`src/rtl/instr_loader_pkg.sv`:
```
// Shared state encoding and constants for the boot-time instruction loader.
// INSTR_LOADER_CHECKSUM_EN adds the CHECK state used for the trailing checksum byte.
package loader_pkg;

    localparam int unsigned WORD_BYTES     = 4;
    localparam int unsigned DEFAULT_ADDR_W = 10;

    typedef enum logic [2:0] {
        ST_IDLE,
        ST_RECV,
        ST_WRITE,
`ifdef INSTR_LOADER_CHECKSUM_EN
        ST_CHECK,
`endif
        ST_RUN,
        ST_ERR
    } state_t;

    // Byte address of word idx; wraps modulo 2^32.
    function automatic logic [31:0] word_addr(input logic [31:0] base, input logic [31:0] idx);
        return base + (idx << 2);
    endfunction

endpackage

```
`src/rtl/instr_loader_if.sv`:
```
// Byte-stream handshake plus instruction-memory write port of the loader.
// master = loader side, slave = byte source / memory side.
interface instr_loader_if;

    logic        byte_valid_i;
    logic [7:0]  byte_data_i;
    logic        byte_ready_o;
    logic        mem_we_o;
    logic [31:0] mem_addr_o;
    logic [31:0] mem_data_o;

    modport master (
        input  byte_valid_i,
        input  byte_data_i,
        output byte_ready_o,
        output mem_we_o,
        output mem_addr_o,
        output mem_data_o
    );

    modport slave (
        output byte_valid_i,
        output byte_data_i,
        input  byte_ready_o,
        input  mem_we_o,
        input  mem_addr_o,
        input  mem_data_o
    );

endinterface

```
`src/rtl/instr_loader_byte_packer.sv`:
```
// Assembles little-endian 32-bit words from accepted bytes; word_done_o pulses
// combinationally with the 4th byte so word_o already contains it.
module byte_packer
    import loader_pkg::*;
(
    input  logic        clk_i,
    input  logic        rst_i,
    input  logic        clear_i,
    input  logic        accept_i,
    input  logic [7:0]  byte_i,
    output logic [31:0] word_o,
    output logic        word_done_o
);

    localparam int unsigned      CNT_W = $clog2(WORD_BYTES);
    localparam logic [CNT_W-1:0] LAST  = CNT_W'(WORD_BYTES - 1);

    logic [CNT_W-1:0] cnt_q, cnt_d;
    logic [23:0]      shift_q, shift_d;

    // Newest byte enters at the top, so byte 0 ends up in bits [7:0].
    assign word_o      = {byte_i, shift_q};
    assign word_done_o = accept_i && (cnt_q == LAST);

    always_comb begin
        cnt_d   = cnt_q;
        shift_d = shift_q;
        if (clear_i) begin
            cnt_d   = '0;
            shift_d = '0;
        end else if (accept_i) begin
            cnt_d   = word_done_o ? '0 : cnt_q + CNT_W'(1);
            shift_d = word_o[31:8];
        end
    end

    always_ff @(posedge clk_i or negedge rst_i) begin
        if (!rst_i) begin
            cnt_q   <= '0;
            shift_q <= '0;
        end else begin
            cnt_q   <= cnt_d;
            shift_q <= shift_d;
        end
    end

endmodule

```
`src/rtl/instr_loader.sv`:
```
// Boot loader: fills instruction memory from a byte stream, then raises start_o.
// Optional trailing XOR checksum byte when INSTR_LOADER_CHECKSUM_EN is defined.
//
// state | meaning
// IDLE  | after reset, waiting for load_i
// RECV  | accepting stream bytes into the packer
// WRITE | one-cycle memory write of the assembled word
// CHECK | accepting the checksum byte (checksum build only)
// RUN   | load complete, CPU released
// ERR   | bad length or checksum; waits for a new load_i
module instr_loader
    import loader_pkg::*;
#(
    parameter int unsigned ADDR_W    = DEFAULT_ADDR_W,
    parameter logic [31:0] BASE_ADDR = 32'h0
) (
    input  logic            clk_i,
    input  logic            rst_i,
    input  logic            load_i,
    input  logic [ADDR_W:0] len_i,
    instr_loader_if.master  bus,
    output logic            start_o,
    output logic            busy_o,
    output logic            err_o
);

    localparam logic [ADDR_W:0] CAP = {1'b1, {ADDR_W{1'b0}}};

    state_t          state_q, state_d;
    logic [ADDR_W:0] len_q;
    logic [ADDR_W:0] word_cnt_q;
    logic            byte_ready_q;
    logic            mem_we_q;
    logic [31:0]     mem_addr_q;
    logic [31:0]     mem_data_q;
    logic            start_q;
    logic            busy_q;
    logic            err_q;

    logic            load_ok;
    logic            len_bad;
    logic            byte_acc;
    logic            recv_acc;
    logic            last_word;
    logic            word_done;
    logic [31:0]     packed_word;
    logic            ready_d;
    logic            busy_d;

    assign load_ok   = load_i && (state_q == ST_IDLE || state_q == ST_RUN || state_q == ST_ERR);
    assign len_bad   = (len_i == '0) || (len_i > CAP);
    assign byte_acc  = bus.byte_valid_i && byte_ready_q;
    assign recv_acc  = byte_acc && (state_q == ST_RECV);
    assign last_word = (word_cnt_q + (ADDR_W+1)'(1)) == len_q;

    byte_packer u_packer (
        .clk_i       (clk_i),
        .rst_i       (rst_i),
        .clear_i     (load_ok),
        .accept_i    (recv_acc),
        .byte_i      (bus.byte_data_i),
        .word_o      (packed_word),
        .word_done_o (word_done)
    );

`ifdef INSTR_LOADER_CHECKSUM_EN
    logic [7:0] xor_q;

    always_ff @(posedge clk_i or negedge rst_i) begin
        if (!rst_i) begin
            xor_q <= '0;
        end else if (load_ok) begin
            xor_q <= '0;
        end else if (recv_acc) begin
            xor_q <= xor_q ^ bus.byte_data_i;
        end
    end
`endif

    always_comb begin
        state_d = state_q;
        case (state_q)
            ST_IDLE, ST_RUN, ST_ERR: begin
                if (load_i) state_d = len_bad ? ST_ERR : ST_RECV;
            end
            ST_RECV: begin
                if (word_done) state_d = ST_WRITE;
            end
            ST_WRITE: begin
                if (last_word) begin
`ifdef INSTR_LOADER_CHECKSUM_EN
                    state_d = ST_CHECK;
`else
                    state_d = ST_RUN;
`endif
                end else begin
                    state_d = ST_RECV;
                end
            end
`ifdef INSTR_LOADER_CHECKSUM_EN
            ST_CHECK: begin
                if (byte_acc) state_d = (bus.byte_data_i == xor_q) ? ST_RUN : ST_ERR;
            end
`endif
            default: state_d = ST_IDLE;
        endcase
    end

    // Outputs are registered from the next state so they line up with it.
    always_comb begin
        ready_d = (state_d == ST_RECV);
        busy_d  = (state_d == ST_RECV) || (state_d == ST_WRITE);
`ifdef INSTR_LOADER_CHECKSUM_EN
        ready_d = ready_d || (state_d == ST_CHECK);
        busy_d  = busy_d  || (state_d == ST_CHECK);
`endif
    end

    always_ff @(posedge clk_i or negedge rst_i) begin
        if (!rst_i) begin
            state_q      <= ST_IDLE;
            len_q        <= '0;
            word_cnt_q   <= '0;
            byte_ready_q <= 1'b0;
            mem_we_q     <= 1'b0;
            mem_addr_q   <= '0;
            mem_data_q   <= '0;
            start_q      <= 1'b0;
            busy_q       <= 1'b0;
            err_q        <= 1'b0;
        end else begin
            state_q      <= state_d;
            byte_ready_q <= ready_d;
            busy_q       <= busy_d;
            start_q      <= (state_d == ST_RUN);
            err_q        <= (state_d == ST_ERR);
            mem_we_q     <= word_done;
            if (word_done) begin
                mem_addr_q <= word_addr(BASE_ADDR, 32'(word_cnt_q));
                mem_data_q <= packed_word;
            end
            if (load_ok && !len_bad) begin
                len_q      <= len_i;
                word_cnt_q <= '0;
            end else if (state_q == ST_WRITE) begin
                word_cnt_q <= word_cnt_q + (ADDR_W+1)'(1);
            end
        end
    end

    assign bus.byte_ready_o = byte_ready_q;
    assign bus.mem_we_o     = mem_we_q;
    assign bus.mem_addr_o   = mem_addr_q;
    assign bus.mem_data_o   = mem_data_q;
    assign start_o          = start_q;
    assign busy_o           = busy_q;
    assign err_o            = err_q;

endmodule

```
`src/flat_wrapper.sv`:
```
// flat-port wrapper written by rule: the top's interface ports become plain ports
module instr_loader_flat import loader_pkg::*;
#(
    parameter int unsigned ADDR_W    = DEFAULT_ADDR_W,
    parameter logic [31:0] BASE_ADDR = 32'h0
)
  (clk_i, rst_i, load_i, len_i, start_o, busy_o, err_o, bus_byte_valid_i, bus_byte_data_i, bus_byte_ready_o, bus_mem_we_o, bus_mem_addr_o, bus_mem_data_o);
  instr_loader_if bus_i ();
  input  logic clk_i;
  input  logic rst_i;
  input  logic load_i;
  input  logic [ADDR_W:0] len_i;
  output logic start_o;
  output logic busy_o;
  output logic err_o;
  input wire logic [$bits(bus_i.byte_valid_i)-1:0] bus_byte_valid_i;
  input wire logic [$bits(bus_i.byte_data_i)-1:0] bus_byte_data_i;
  output wire logic [$bits(bus_i.byte_ready_o)-1:0] bus_byte_ready_o;
  output wire logic [$bits(bus_i.mem_we_o)-1:0] bus_mem_we_o;
  output wire logic [$bits(bus_i.mem_addr_o)-1:0] bus_mem_addr_o;
  output wire logic [$bits(bus_i.mem_data_o)-1:0] bus_mem_data_o;
  assign bus_i.byte_valid_i = bus_byte_valid_i;
  assign bus_i.byte_data_i = bus_byte_data_i;
  assign bus_byte_ready_o = bus_i.byte_ready_o;
  assign bus_mem_we_o = bus_i.mem_we_o;
  assign bus_mem_addr_o = bus_i.mem_addr_o;
  assign bus_mem_data_o = bus_i.mem_data_o;
  instr_loader #(.ADDR_W(ADDR_W), .BASE_ADDR(BASE_ADDR)) u_core (.clk_i(clk_i), .rst_i(rst_i), .load_i(load_i), .len_i(len_i), .bus(bus_i), .start_o(start_o), .busy_o(busy_o), .err_o(err_o));
endmodule
```
`config.mk`:
```
export PLATFORM = sky130hd
export DESIGN_NAME = instr_loader_flat
export DESIGN_NICKNAME = d
export VERILOG_FILES = /design/src/rtl/instr_loader_pkg.sv /design/src/rtl/instr_loader_if.sv /design/src/rtl/instr_loader_byte_packer.sv /design/src/rtl/instr_loader.sv /design/src/flat_wrapper.sv
export SDC_FILE = /design/constraint.sdc
export NUM_CORES = 1
export LEC_CHECK = 0
export ABC_AREA = 1
export BUFFER_PORTS_ARGS = -buffer_cell sky130_fd_sc_hd__buf_4
export CAP_MARGIN = 20
export CORE_MARGIN = 2
export CORE_UTILIZATION = 55
export DETAILED_ROUTE_END_ITERATION = 8
export PLACE_DENSITY = 0.82
export SYNTH_ARGS = -nofsm -noshare
export SYNTH_HDL_FRONTEND = slang
export SYNTH_HIERARCHICAL = 1
export SYNTH_SLANG_ARGS = --single-unit
```
`constraint.sdc`:
```
create_clock -name clk_i -period 3.4 [get_ports clk_i]
set_clock_uncertainty 0.1 [all_clocks]
set_input_delay 0.51 -clock clk_i [delete_from_list [all_inputs] [get_ports clk_i]]
set_output_delay 0.51 -clock clk_i [all_outputs]
set_load 0.02 [all_outputs]
```
== Word level (Yosys, flattened, before mapping) ==
Index checks and enable logic that the tools add are counted.
Storage, ports and cells
  bits of input ports: 23
  output and inout bits: 69
  register bits: 99
Cells by class
  add/subtract/negate cells: 2
  magnitude comparators: 1
  reduce and logical (&&, ||, !) cells: 15
  equality and inequality tests: 10
  multiplexer cells: 12
Operator list (count)
  $mux 24: 2
  $mux 11: 2
  $eq 3x2->1 const B: 4
  $add 11x1->11 const B: 1
  $eq 11x11->1: 1
  $gt 11x11->1 const B: 1
  $logic_not 11->1: 1
  $mux 3: 3
  $pmux 3 s3: 1
  $mux 2: 4
  $eq 3x1->1 const B: 2
  $eq 3x3->1 const B: 2
  $logic_and 1x1->1: 5
  $logic_or 1x1->1: 4
  $reduce_bool 2->1: 2
  $logic_not 3->1: 1
  $reduce_or 3->1: 1
  $add 2x1->2 const B: 1
  $eq 2x2->1 const B: 1
  $logic_not 1->1: 1

== Logic depth before layout (Yosys ltp) ==
  word-level depth: 7
  depth in mapped cells: 14
  mapped depth without buffers: 14

== Hierarchy ==
The synthesis kept the hierarchy.
By module, submodules not included
  instr_loader: seq. area each 1826.8 µm², area an instance 3463.3 µm², instances 1, cells each 365
  byte_packer: seq. area each 650.6 µm², area an instance 1129.8 µm², instances 1, cells each 125

== Worst setup path after synthesis ==
OpenSTA, ideal clock, no wires.
  kind: register to register
  start: register u_core.state_q[2]
  end: register u_core.mem_data_q[30] (netlist: u_core/bus.mem_data_o[30])
  setup time: 0.125 ns
  data required time: 3.175 ns
  cell stages (with the launch flop): 11
  buffers on the path: 4
  data arrival time: 2.097 ns
  path slack: 1.078 ns
  cells stage by stage: dfrtp_1 -> inv_1 -> nand2_1 -> nor2_1 -> buf_6 -> buf_6 -> nand2_1 -> inv_1 -> clkbuf_1 -> clkbuf_1 -> mux2_2
On the way
  word-level cells in the longest chain between the ends: 3
RTL lines
  from (decl): line instr_loader.sv:29  | state_t state_q, state_d;
  from (signal assigned): line instr_loader.sv:132  | state_q <= state_d;
  $eq 3x1->1: line instr_loader.sv:53  | assign recv_acc = byte_acc && (state_q == ST_RECV);
  $logic_and 1x1->1: line instr_loader.sv:53
  via u_core.recv_acc: line instr_loader.sv:43  | logic recv_acc;
  $logic_and 1x1->1: line instr_loader_byte_packer.sv:23  | assign word_done_o = accept_i && (cnt_q == LAST);
  via u_core.word_done: line instr_loader.sv:45  | logic word_done;
  to (signal assigned): line instr_loader.sv:140  | mem_data_q <= packed_word;
  to (decl): line instr_loader.sv:35  | logic [31:0] mem_data_q;
The timed path passes the listed nets, and every way through them passes these cells.
A chain may end at the register's enable or synchronous reset.

== Worst setup path in the final report ==
  start: register u_core.state_q[2]
  end: register u_core.word_cnt_q[9]
On the way
  word-level cells in the longest chain between the ends: 6
  elaborated cells on any way between the ends: 10
  classes of those cells: 3 x eq/ne; 1 x mux; 6 x reduce/logical
RTL lines
  $eq 3x2->1 / $logic_not 3->1 (equally long branches): line instr_loader.sv:50  | assign load_ok = load_i && (state_q == ST_IDLE || state_q == ST_RUN || state_q == ST_ERR);
  $logic_or 1x1->1: line instr_loader.sv:50
  $logic_or 1x1->1 *: line instr_loader.sv:50
  $logic_and 1x1->1 *: line instr_loader.sv:50
  via u_core.load_ok: line instr_loader.sv:40  | logic load_ok;
  $logic_and 1x1->1 *: line instr_loader.sv:142  | if (load_ok && !len_bad) begin
  $mux 11 / $reduce_bool 2->1 (equally long branches)
  to (signal assigned): line instr_loader.sv:146  | word_cnt_q <= word_cnt_q + (ADDR_W+1)'(1);
  to (decl): line instr_loader.sv:31  | logic [ADDR_W:0] word_cnt_q;
Mark *: on every way through the listed nets, which the timed path passes. The rest lies on a longest branch.

==> metrics.yaml <==
timing:
  hold_viol_final: 0
  max_slew_margin_pct: 53.0
  timing.final.crit_share_pct: 72.6
  tns_ps: 0
  final-max-slew-violation-count: 0
  worstMarginPinSlew_ps: 703
  fin_crit_ps: 2470
  rsz0062_at_grt: "no"
  setup_ws_ps: 930
  finalSetupViolCount: 0
  max_clock_freq_mhz: 405
worst_setup_path:
  cp_max_fo: 23
  crit_type: "reg -> reg"
  crit_required_ps: 3550
  cp.arrival_ps: 2620
  cp-start-kind: "flip-flop"
  end_kind: "flip-flop"
cells_and_area:
  utilization_pct: 64.6
  layout-drive-gt1-share_pct: 25.9
  multi_input_area_um2: 1730
  instances_no_fill: 661
  fillCellCount: 671
  seqCellArea_um2: 2480
  area_growth_pct: 15.0
  antennaDiodeCount: 0
  nNetsFinal: 576
clocking:
  hold_buffers: 0
  cts_resized: 0
  cts_buffers: 9
  ctsLongestPathBuffers: 2
  cts-root-buf: "clkbuf_8"
  clkLatencyLatePin_ps: 360
  post_cts_buffers: 0
  htreeDepth: 3
  clock-sinks: 99
  clk_pin_slew_ps: 100
  cts_tree: "yes"
yosys:
  synth.largest_area_cell: "dfrtp_1"
  synth_most_common_cell: "nand2_1"
  netlist.area_leader.share_pct: 53.9
  synthCells: 490
  ys_seq_elements: 99
  synthTopCellsByArea: "dfrtp_1, nand2_1, mux2_2"
  ys_types: 33
  ys_top_cells_by_count: "nand2_1, dfrtp_1, nand3_1"
  synth_enable_flop_cells: 0
  synthArstFlopShare_pct: 100
  synth_area_um2: 4590
  ys.warnings.count: 6
  synth_ff_type: "dfrtp_1"
  syn_area_per_cell_um2: 9.37
  synth_seq_area_share_pct: 53.9
detailed_routing:
  num_vias: 3391
  drtPass1Iterations: 5
  avgRoutedWirePerCell_um: 13.7
  via_per_inst: 5.13
  ant_nets: 0
  drc: 0
  finalWirelength_mm: 9.09
  dr.first_iter.drc_count: 180
power:
  ir_worst_vdd_mv: 0.462
  cellLeakagePower_nw: 2.82
  p_total_mw: 4.31
  power_density_nw_per_um2: 816
floorplanning:
  core_area_um2: 8180
  initial_utilization_pct: 56.2
  io_pins: 92
  die_area_um2: 9100
  die_h_um: 95.4
  rows: 33
  die_x_um: 95.4
worst_hold_path:
  worstHoldPathType: "in -> async"
global_routing:
  antenna_found_initial: 0
  grt_max_degree: 51
  track_usage_pct: 21.4
  grt_pass1_vias: 3204
  grt_overflow: 0
  grt_pass1_wl_mm: 15.0
placed_design:
  dpl.hpwl_mm: 6.48
  dp_cells: 645
  io_buffers: 70
  place.gp.congestion: 0.921
  dp_slack_ps: 894
status:
  status: "finished, final reports clean"
run:
  drv_cap: 0
## area by class of cell
type                    instances  share of cell area (%)
multi-input cells             327                    32.8
clock inverters                 7                    1.87
inverters                      40                    2.84
well taps                     105                    2.49
repair buffers                 74                    10.8
clock buffers                   9                    2.34
flip-flops and latches         99                    46.9
## where the power goes
group	total (mW)	leakage (nW)	switching [mW]	internal [mW]
clock	0.804	0.107	0.443	0.361
combinational	1.60	1.40	0.924	0.675
sequential	1.91	1.31	0.295	1.61
## path summary, 6_finish.rpt
check                      cells after the start                       start                          end  slack, ps
max                                           10           u_core/state_q[2]         u_core/word_cnt_q[9]        930
min                                            1                       rst_i              u_core/len_q[8]         50
max reg2reg                                   10           u_core/state_q[2]         u_core/word_cnt_q[9]        930
min reg2reg                                    2  u_core/u_packer/shift_q[0]   u_core/u_packer/shift_q[0]        380
max in group asynchronous                      2                       rst_i    u_core/bus.mem_data_o[24]       2460
min in group clk_i                             3          bus_byte_data_i[0]  u_core/u_packer/shift_q[16]        290
## cells by family (layout without fill, tap and decap cells)
group           Yosys count  count (layout)  share of synthesized area, %
other cells               1              21                        0.0816
fa+ha+maj                 2               2                         0.545
buf+inv                  84             130                          10.0
flops                    99              99                          53.9
mux                      34              34                          8.34
compound gates           37              37                          4.44
xor+xnor                  3               3                         0.736
simple gates            230             230                          21.9
## sequential cells by signal, summed over array words and instances, names as in the netlist, 2 cells and up
| name | flops |
|---|---|
| u_core/len_q | 11 |
| u_core/bus.mem_addr_o | 11 |
| u_core/bus.mem_data_o | 32 |
| u_core/word_cnt_q | 11 |
| u_core/u_packer/shift_q | 24 |
| u_core/u_packer/cnt_q | 2 |
| u_core/state_q | 3 |
## routing by layer
layer | global-route usage, % | share of wire (%) | vias to the layer above
li1 | - | - | 1648
met1 | 29.4 | 44 | 1627
met2 | 34.2 | 49 | 101
met3 | 3.79 | 5.5 | 15
met4 | 8.21 | 1.3 | 0
met5 | 0 | 0 | -
## critical path, cell delays in order (launching register included)
cell,delay [ps]
dfrtp_1,430
inv_1,110
nand2_1,100
nand2_1,90
o21ai_2,80
nor2_2,320
nand2_1,520
nand2_2,360
nor2_1,60
a21oi_1,120
inv_1,60
## metrics by stage
stage | hold WS (ps) | cell area (um^2)
CTS | 67.9 | 5280
global route | 99.7 | 5280
global placement | 354 | 5060
floorplan | 114 | 4670
finish | 54.9 | 5280
detailed placement | 359 | 5060
## cells in the final DEF, fill, tap and decap left out, types with 2 or more instances in the layout
cell,count
nand3b_1,4
o21ai_0,7
inv_2,3
nor2_2,6
nor2_1,37
nand4_1,4
dfrtp_1,99
nand3_2,2
o22ai_1,2
nor2_4,2
nand2_2,3
nand3_1,45
clkbuf_8,9
conb_1,21
mux2_2,34
clkinv_8,2
a21oi_1,18
o21ai_1,5
ha_1,2
inv_1,37
buf_4,73
nand2_1,125
No activity file was read; power rests on OpenSTA's default activity.
